`src/rtl/rd_port_arbiter.sv`:
```
// rd_port_arbiter: round-robin share of one read engine among NUM_REQ clients.
// Ports: clk/rst, req in, gnt/done out, eng_go/eng_ds engine, busy/tmo/err_flag/err_id status.
module rd_port_arbiter #(
  parameter int NUM_REQ     = 4,
  parameter int TIMEOUT_CYC = 16
) (
  input  logic                       clk,
  input  logic                       rst,
  input  logic [NUM_REQ-1:0]         req,
  output logic [NUM_REQ-1:0]         gnt,
  output logic [NUM_REQ-1:0]         done,
  output logic                       eng_go,
  input  logic                       eng_ds,
  output logic                       busy,
  output logic                       tmo,
  output logic                       err_flag,
  output logic [$clog2(NUM_REQ)-1:0] err_id
);

  localparam int IW = $clog2(NUM_REQ);
  localparam int WW = (TIMEOUT_CYC > 1) ? $clog2(TIMEOUT_CYC) : 1;
  localparam logic [WW-1:0] WLAST =
    (TIMEOUT_CYC > 0) ? WW'(TIMEOUT_CYC - 1) : '0;

  typedef enum logic [2:0] {
    IDLE  = 3'b001,
    GRANT = 3'b010,
    WAIT  = 3'b100
  } state_t;

  state_t state, state_nxt;

  logic [IW-1:0]      ptr, ptr_nxt;
  logic [IW-1:0]      win, win_nxt;
  logic [WW-1:0]      wcnt, wcnt_nxt;
  logic [NUM_REQ-1:0] gnt_nxt, done_nxt;
  logic               go_nxt, busy_nxt, tmo_nxt;
  logic               err_nxt;
  logic [IW-1:0]      err_id_nxt;

  logic               found;
  logic [IW-1:0]      pick;
  logic [IW:0]        cand;
  logic [IW-1:0]      win_inc;

  // Rotating priority search starting at ptr.
  always_comb begin
    found = 1'b0;
    pick  = '0;
    cand  = '0;
    for (int i = 0; i < NUM_REQ; i++) begin
      cand = {1'b0, ptr} + (IW+1)'(i);
      if (cand >= (IW+1)'(NUM_REQ))
        cand = cand - (IW+1)'(NUM_REQ);
      if (!found && req[cand[IW-1:0]]) begin
        found = 1'b1;
        pick  = cand[IW-1:0];
      end
    end
  end

  assign win_inc = (win == IW'(NUM_REQ - 1)) ? '0 : win + 1'b1;

  always_comb begin
    state_nxt  = state;
    ptr_nxt    = ptr;
    win_nxt    = win;
    wcnt_nxt   = wcnt;
    gnt_nxt    = gnt;
    done_nxt   = '0;
    go_nxt     = 1'b0;
    busy_nxt   = busy;
    tmo_nxt    = 1'b0;
    err_nxt    = err_flag;
    err_id_nxt = err_id;
    case (state)
      IDLE: begin
        gnt_nxt  = '0;
        busy_nxt = 1'b0;
        if (found) begin
          state_nxt = GRANT;
          win_nxt   = pick;
          gnt_nxt   = NUM_REQ'(1) << pick;
          go_nxt    = 1'b1;
          busy_nxt  = 1'b1;
        end
      end
      GRANT: begin
        state_nxt = WAIT;
        wcnt_nxt  = '0;
      end
      WAIT: begin
        // A done strobe beats a watchdog expiry on the same edge.
        if (eng_ds) begin
          state_nxt     = IDLE;
          gnt_nxt       = '0;
          done_nxt[win] = 1'b1;
          ptr_nxt       = win_inc;
          busy_nxt      = 1'b0;
        end else if (TIMEOUT_CYC != 0 && wcnt == WLAST) begin
          state_nxt  = IDLE;
          gnt_nxt    = '0;
          tmo_nxt    = 1'b1;
          err_nxt    = 1'b1;
          err_id_nxt = win;
          ptr_nxt    = win_inc;
          busy_nxt   = 1'b0;
        end else begin
          wcnt_nxt = wcnt + 1'b1;
        end
      end
      default: begin
        // Corrupted encoding: fall back to IDLE, sticky error kept.
        state_nxt = IDLE;
        gnt_nxt   = '0;
        busy_nxt  = 1'b0;
      end
    endcase
  end

  always_ff @(posedge clk) begin
    if (rst) begin
      state    <= IDLE;
      ptr      <= '0;
      win      <= '0;
      wcnt     <= '0;
      gnt      <= '0;
      done     <= '0;
      eng_go   <= 1'b0;
      busy     <= 1'b0;
      tmo      <= 1'b0;
      err_flag <= 1'b0;
      err_id   <= '0;
    end else begin
      state    <= state_nxt;
      ptr      <= ptr_nxt;
      win      <= win_nxt;
      wcnt     <= wcnt_nxt;
      gnt      <= gnt_nxt;
      done     <= done_nxt;
      eng_go   <= go_nxt;
      busy     <= busy_nxt;
      tmo      <= tmo_nxt;
      err_flag <= err_nxt;
      err_id   <= err_id_nxt;
    end
  end

endmodule
```
`config.mk`:
```
export PLATFORM = sky130hd
export DESIGN_NAME = rd_port_arbiter
export DESIGN_NICKNAME = d
export VERILOG_FILES = /design/src/rtl/rd_port_arbiter.sv
export SDC_FILE = /design/constraint.sdc
export NUM_CORES = 1
export LEC_CHECK = 0
export ABC_AREA = 1
export CAP_MARGIN = 20
export CELL_PAD_IN_SITES_DETAIL_PLACEMENT = 0
export CELL_PAD_IN_SITES_GLOBAL_PLACEMENT = 1
export CORE_MARGIN = 3
export CORE_UTILIZATION = 41
export DETAILED_ROUTE_END_ITERATION = 8
export GPL_ROUTABILITY_DRIVEN = 0
export PLACE_DENSITY = 0.8
export RECOVER_POWER = 25
export SYNTH_ARGS = -nofsm -noshare
export SYNTH_HDL_FRONTEND = slang
export SYNTH_SLANG_ARGS = --single-unit
export TNS_END_PERCENT = 1
```
`constraint.sdc`:
```
create_clock -name clk -period 3.7 [get_ports clk]
set_clock_uncertainty 0.05 [all_clocks]
set_input_delay 0.37 -clock clk [delete_from_list [all_inputs] [get_ports clk]]
set_output_delay 0.37 -clock clk [all_outputs]
set_load 0.01 [all_outputs]
```
==> results of run 1 <==
-- worst max-delay path, cell delays in order, from the launching register on --
cell	delay (ps)
dfxtp_1	670
inv_2	240
nand2_1	160
nand2_4	80
nand2_2	70
nand2_1	60
nor2_2	110
nand3_2	120
nand2_4	120
inv_2	60
nand3_1	90
a21oi_1	70
-- synth_stat cells (2+ instances only) --
library cell	count	area share, %
inv_2	6	1.6
nand3_1	13	4.7
clkbuf_1	2	0.55
nor3_1	2	0.73
ha_1	5	4.5
nand2_2	13	5.9
nand2_1	40	11
nor2_1	12	3.3
inv_1	21	5.7
a21oi_2	4	2.5
nand3_2	2	1.5
a21oi_1	8	2.9
o21ai_0	5	1.8
nor2_2	4	1.8
nand2_4	5	4.1
buf_6	2	1.6
dfxtp_1	25	36
-- metal layers --
metal	track usage (%)	wire, µm	up-vias
li1	-	-	616
met1	18.1	1250	516
met2	25.0	1240	20
met3	3.34	86	2
met4	2.43	13	0
met5	0	0	-
-- registers in the layout, indices dropped and copies added, names as in the netlist --
signal,cells
ptr,2
wcnt,4
gnt,4
tmo,1
err_flag,1
eng_go,1
busy,1
done,4
err_id,2
state,3
win,2
-- path summary, 6_finish.rpt --
kind | from | end | slack [ps] | cells past startpoint
setup / recovery | ptr[0]$_SDFFE_PP0P_ | gnt[0]$_SDFFE_PP0P_ | 1720 | 11
hold / removal | gnt[2]$_SDFFE_PP0P_ | gnt[2]$_SDFFE_PP0P_ | 420 | 2
setup reg to reg | ptr[0]$_SDFFE_PP0P_ | gnt[0]$_SDFFE_PP0P_ | 1720 | 11
hold reg to reg | gnt[2]$_SDFFE_PP0P_ | gnt[2]$_SDFFE_PP0P_ | 420 | 2
-- power by group through the flow --
stage          logic [mW]  registers, mW  clock network, mW
2_1_floorplan      0.0830          0.307                  0
3_3_place_gp        0.120          0.305                  0
3_5_place_dp        0.123          0.306                  0
4_1_cts             0.123          0.300              0.127
5_1_grt             0.139          0.304              0.139
6_report            0.121          0.300              0.124
-- area by class of cell --
cell class	count	area [µm²]	share of cell area, %
Clock buffer	3	22.5	1.39
Tap cell	44	55.1	3.39
Clock inverter	1	7.51	0.462
Sequential cell	25	500	30.8
Multi-Input combinational cell	126	738	45.4
Inverter	27	101	6.24
Timing Repair Buffer	20	200	12.3
-- per-stage QoR --
| stage | instance area, µm² | total power, mW |
|---|---|---|
| 6_report | 1630 | 0.545 |
| 5_1_grt | 1630 | 0.582 |
| 4_1_cts | 1630 | 0.550 |
| 3_5_place_dp | 1600 | 0.429 |
| 3_3_place_gp | 1600 | 0.426 |
| 2_1_floorplan | 1380 | 0.390 |
-- cell families after synthesis --
| group | Yosys count | synth area share [%] |
|---|---|---|
| flip-flops | 25 | 36.4 |
| AND/OR/NAND/NOR | 96 | 36.6 |
| buffers and inverters | 31 | 9.55 |
| AO/OA/AOI/OAI | 24 | 12.3 |
| XOR/XNOR | 1 | 0.637 |
| adder cells (fa/ha/maj) | 5 | 4.55 |
==> results.txt, run 1 <==
The logs give 421 ps for the tightest hold margin and 0 for the remaining design rule violation count. The die area is 4080 µm². The via count of the first global-routing pass was 1162; the clock network fraction of total power was 22.7%.

Synthesis produced a netlist whose cell count is 182. The floorplan step set the die width to 63.9 µm. For the number of hold buffers added after CTS, the log shows 0. After filler insertion, the fill cell instance count of the layout stands at 322. For the pin with the worst max-slew slack, the measured transition is 536 ps. The post-CTS setup buffer count was 0. The tools report the count of clock tree sinks as 25.

From synthesis to final layout, the design area changed by 18.2%. The tools report the number of placement rows as 20. After clock tree synthesis, the clock-pin slew on the worst setup and hold paths is 150 ps. The post-route netlist has 21.3% of its cells at a drive strength greater than 1. Timing would allow up to 504 MHz. In this run switching power makes up 31.0% of total power. The sequential share of the synthesized area came out at 36.4%.

The count of cell types in the netlist is 30. TritonCTS built the clock tree. The most used flip-flop cell after synthesis is dfxtp_1.

The number of antenna diodes in the final layout is 0. The I/O pin total is 21. The run finished with clean final reports. The sum of overflow across all layers after global routing is 0. Dividing the final minimum period by the clock period gives 53.6%. The post-DP HPWL is 2110 µm.

Dividing the detail-routed via count by the number of cells gives 4.69. The first global-routing pass estimated 4810 µm of wire. The tools report the leakage component of the power as 0.713 nW. Detailed routing inserted a total of 1154 vias.

Number of non-filler instances in the completed layout: 246. The kind of path behind the tightest hold check is flop to flop. The worst setup path is launched from a flop.

The largest net degree at the start of global routing is 16. The logs give 3 for the CTS buffer count and 64.0% for the worst max-slew margin expressed relative to the limit. The library cell used most frequently in the layout, excluding fill and tap cells, is nand2_1. The startpoint-to-endpoint class of the critical path is flop to flop. The number of antenna violations at the first check in global routing is 0. For this configuration, the core starts out at a cell density of 44.0%. For this design the ratio of total power to cell area is 336 nW/µm².

The tools report the count of nets after finishing as 215. Combinational cells account for 22.2% of the total power. OpenSTA, run right after detailed placement, puts the worst setup slack at 1710 ps. The total area inside the core boundary comes to 3130 µm². For this run, the number of Yosys warnings is 0.

The tools report the element type at the critical path end as a flop. Leaving out fill and tap cells, the most frequent cells in the layout are nand2_1, dfxtp_1, inv_1. The synthesized design contains 0 enable-type register cells. The final critical-path setup slack is 1720 ps, and the share of synthesized flip-flops with an asynchronous set or reset is 0%. The run gives 242 as the number of placed instances with taps included.

The synthesized netlist occupies a cell area of 1380 µm². Routed wire length per instance: 10.5 µm. The post-route minimum period is 1980 ps. The switching power total is 0.169 mW.

The tree is rooted in a clkbuf_4. The run gives 35 as the number of DRC markers after the initial detailed-route iteration. The run gives 3860 ps as the required time at the endpoint of the critical path. Cells fill 52.0% of the core in the end.

The run gives 1 as the CTS H-tree depth. Setup repair after global routing left no endpoint under its margin. The tools report the final count of pins violating max slew as 0. The first detailed-routing pass ran for 4 iterations.

The clock latency of the later-clocked register in the worst-skew pair came out at 320 ps. The die span in y works out to 63.9 µm. The logs give 0 for the residual antenna-violating net count after detailed routing and 0 for the final-report setup violation count. The tool flagged a number of max-cap violations equal to 0.

For the buffer levels on the longest clock path, the log shows 2. The register bit count reported by yosys is 25. The number of input and output port buffers inserted was 20. The worst-case vdd ir drop is 0.225 mV.

The number of hold-slack violations in the final timing report is 0. Each instance of the synthesized netlist takes up on average 7.56 µm². For the net count after synthesis, the log shows 194. Along the worst path, the maximum fanout reaches 11. Cell internal power was estimated by the tool at 0.376 mW.

For this run, the total global-route usage over all layers was measured as 14.3%. Post-CTS repair changed the size of 0 cells. The run gives 2140 ps as the signal arrival time at the worst endpoint. Wires add up to 2590 µm.

Summed over all failing endpoints, the final setup total negative slack is 0 ps. Share of total power in sequential cells: 55.1%.
Note: power is estimated with default switching activity, not from simulation.
==> run 2: changes to the inputs <==
--- a/config.mk
+++ b/config.mk
@@ -10,10 +10,10 @@
 export CELL_PAD_IN_SITES_DETAIL_PLACEMENT = 0
 export CELL_PAD_IN_SITES_GLOBAL_PLACEMENT = 1
 export CORE_MARGIN = 3
-export CORE_UTILIZATION = 41
+export CORE_UTILIZATION = 35
 export DETAILED_ROUTE_END_ITERATION = 8
 export GPL_ROUTABILITY_DRIVEN = 0
-export PLACE_DENSITY = 0.8
+export PLACE_DENSITY = 0.72
 export RECOVER_POWER = 25
 export SYNTH_ARGS = -nofsm -noshare
 export SYNTH_HDL_FRONTEND = slang
==> constraint.sdc (replaced) <==
create_clock -name clk -period 1.78 [get_ports clk]
set_clock_uncertainty 0.05 [all_clocks]
set_input_delay 0.178 -clock clk [delete_from_list [all_inputs] [get_ports clk]]
set_output_delay 0.178 -clock clk [all_outputs]
set_load 0.01 [all_outputs]
==> results.txt, run 2 (synthesized netlist as in run 1, its figures left out) <==
The ratio of final minimum period to clock period came out at 89.5% (+36 points). The chip width came out at 68.7 µm (+7.5%). The tools report the number of placed instances with taps included as 249 (+2.9%). The reg-to-reg startpoint was wcnt[0]$_SDFFE_PP0P_. The final count of pins violating max slew was 0 (unchanged); the number of buffers and inverters on the critical path was 1 (-1).

Leaving out fill and tap cells, the most frequent cells in the layout are nand2_1, dfxtp_1, inv_1. The number of hold-slack violations in the final timing report is 0 (unchanged). The tools report the reported max-cap violation count as 0 (unchanged). The logs give 1710 ps (-430 ps) for the signal arrival time at the worst endpoint and 0.242 mV (+7.3%) for the worst-case vdd ir drop. For the highest attainable clock frequency, the log shows 627 MHz (+24%). The tools report the endpoint of the lowest-slack register-to-register path as wcnt[3]$_SDFFE_PP0P_. The post-route minimum period was 1590 ps (-389 ps).

The flow ran to the end, and the final reports show no timing, DRC or antenna violations. The run gives 22 (+10%) as the number of placement rows. The number of non-filler instances in the completed layout came out at 253 (+2.8%). For the count of clock tree sinks, the log shows 25 (unchanged).

The via count is 1168 (+1.2%). In the final layout, the registers with the most flip-flops are done x4, gnt x4, wcnt x4. The count of nets after finishing is 218 (+1.4%), and the via-per-instance ratio is 4.62 (-1.6%).

The routed wire length per instance was 10.6 µm (+0.80%). The element type at the critical path end is a flop. Walking the worst path, the cells encountered are ha_1, nand3_1, nand2_1, o21ai_4, inv_2, nor2_2, xnor2_1, nor2_1.

For the tightest hold margin, the log shows 407 ps (-13.1 ps). Startpoint-to-endpoint class of the critical path: flop to flop. The run gives 21 (unchanged) as the I/O pin total.

The total negative setup slack was 0 ps (unchanged); the remaining design rule violation count was 0 (unchanged). The library cell used most frequently in the layout, excluding fill and tap cells, is nand2_1. The transition time at the pin with the least slew margin works out to 354 ps (-182 ps). The number of hold buffers added after CTS is 0 (unchanged), and the post-cts repair resize count is 0 (unchanged). For the iteration count of the initial detailed-routing pass, the log shows 4 (unchanged). The worst max-slew margin expressed relative to the limit was 76.3% (+12 points); the buffer levels on the longest clock path was 2 (unchanged). The residual antenna-violating net count after detailed routing came out at 0 (unchanged).

The switching power share of the total came out at 28.7% (-2.3 points). The switching power total is 0.345 mW (+100%). The run gives 13.3 ps (-1700 ps) as the worst setup slack before clock tree synthesis.

The final routed wirelength across all metal layers is 2680 µm (+3.7%), and the final critical-path setup slack is 186 ps (-1530 ps). The number of input and output port buffers inserted works out to 20 (unchanged). Setup repair after global routing left no endpoint under its margin. The logs give 14 (-2) for the largest net degree at the start of global routing and 37.0% (-7.0 points) for the initial core utilization.

The run gives 3720 µm² (+19%) as the area of the core. The destination of the worst hold path is gnt[2]$_SDFFE_PP0P_. The worst-path maximum fanout was 7 (-4); the number of antenna violations at the first check in global routing was 0 (unchanged). The CTS H-tree depth was 1 (unchanged); the clock latency of the later-clocked register in the worst-skew pair was 260 ps (-60 ps). The clock-pin slew of the registers on the worst-case setup and hold paths came out at 80 ps (-70 ps). Dominant delay contributor by cell family on the critical path: simple AND/OR/NAND/NOR gates. The power density of the placed cells is 719 nW/µm² (+110%). The run gives 37 (+5.7%) as the number of DRC markers after the initial detailed-route iteration. The length in cells of the worst reg-to-reg path is 8 (-3), and the post-CTS setup buffer count is 0 (unchanged). The worst hold path begins at gnt[2]$_SDFFE_PP0P_. The worst stage delay on the critical path was 340 ps (-330 ps). Required time at the endpoint of the critical path: 1890 ps (-1970 ps).

For the leakage component of the power, the log shows 0.754 nW (+5.7%). The via count of the first global-routing pass was 1063 (-8.5%); the global router's overall resource usage was 12.7% (-1.7 points). The run gives 0.858 mW (+130%) as the internal power. The synthesis-to-finish area growth was 21.7%; the share of total power in sequential cells was 51.6% (-3.5 points).

The tools report the setup slack of the worst register-to-register path as 190 ps (-1530 ps). Die area: 4720 µm² (+15%). Antenna cell count: 0 (unchanged). The clock network fraction of total power is 27.0% (+4.3 points), and the instance count along the most critical hold path is 2 (unchanged).

Kind of path behind the tightest hold check: flop to flop. The library cell contributing the largest single delay on the critical path is dfxtp_1. The die span in y was 68.7 µm (+7.5%). The first-pass GRT wire length is 4440 µm (-7.6%). TritonCTS built the clock tree. Clock tree synthesis selected as its root buffer the cell clkbuf_8. The sum of overflow across all layers after global routing was 0 (unchanged); the post-DP HPWL was 2170 µm (+2.6%). The fraction of layout instances using a drive strength above 1 was 22.4% (+1.2 points); the final-report setup violation count was 0 (unchanged). The run gives 45.0% (-6.9 points) as the post-route core utilization. STA classifies the critical path startpoint as a flop.

The tools report the CTS buffer count as 3 (unchanged). The combinational fraction of design power was 21.3% (-0.9 points).
==> run 2: area by class of cell <==
class	instances	area, µm²
Timing Repair Buffer	23	223
Clock buffer	4	45.0
Fill cell	401	2040
Multi-Input combinational cell	126	743
Tap cell	48	60.1
Sequential cell	25	500
Inverter	27	101
==> run 2: metrics by stage <==
stage	power (mW)	area, µm²
CTS	1.22	1670
detailed placement	0.897	1630
global placement	0.893	1630
global route	1.29	1670
floorplan	0.811	1380
finish	1.20	1670
==> run 2: worst max-delay path by stage <==
stage                     cells after the start                   end                  from  slack (ps)
after global placement                       11   gnt[0]$_SDFFE_PP0P_                req[2]          50
final                                         8  wcnt[3]$_SDFFE_PP0P_  wcnt[0]$_SDFFE_PP0P_         190
after global routing                         11   win[0]$_SDFFE_PP0P_   ptr[1]$_SDFFE_PP0P_          60
after floorplan                               8  wcnt[3]$_SDFFE_PP0P_  wcnt[0]$_SDFFE_PP0P_         320
after detailed placement                     11   gnt[0]$_SDFFE_PP0P_                req[2]          10
after CTS                                    10   gnt[0]$_SDFFE_PP0P_   ptr[0]$_SDFFE_PP0P_         180
==> run 2: worst register-to-register path, cell delays in order (launching register included) <==
cell	delay, ps
dfxtp_1	340
ha_1	230
nand3_1	140
nand2_1	130
o21ai_4	240
inv_2	90
nor2_2	100
xnor2_1	120
nor2_1	60
==> run 2: power by group through the flow <==
stage / clock network [mW] / registers [mW] / logic [mW]
after floorplan: 0 / 0.638 / 0.173
after global placement: 0 / 0.634 / 0.259
after detailed placement: 0 / 0.635 / 0.262
after CTS: 0.338 / 0.622 / 0.263
after global routing: 0.371 / 0.627 / 0.290
final: 0.325 / 0.621 / 0.257
==> run 2: metal layers <==
metal | share of wire, % | track usage, %
met4 | 0.93 | 4.47
met3 | 3.6 | 2.92
met2 | 52 | 23.7
met1 | 43 | 13.8
met5 | 0 | 0
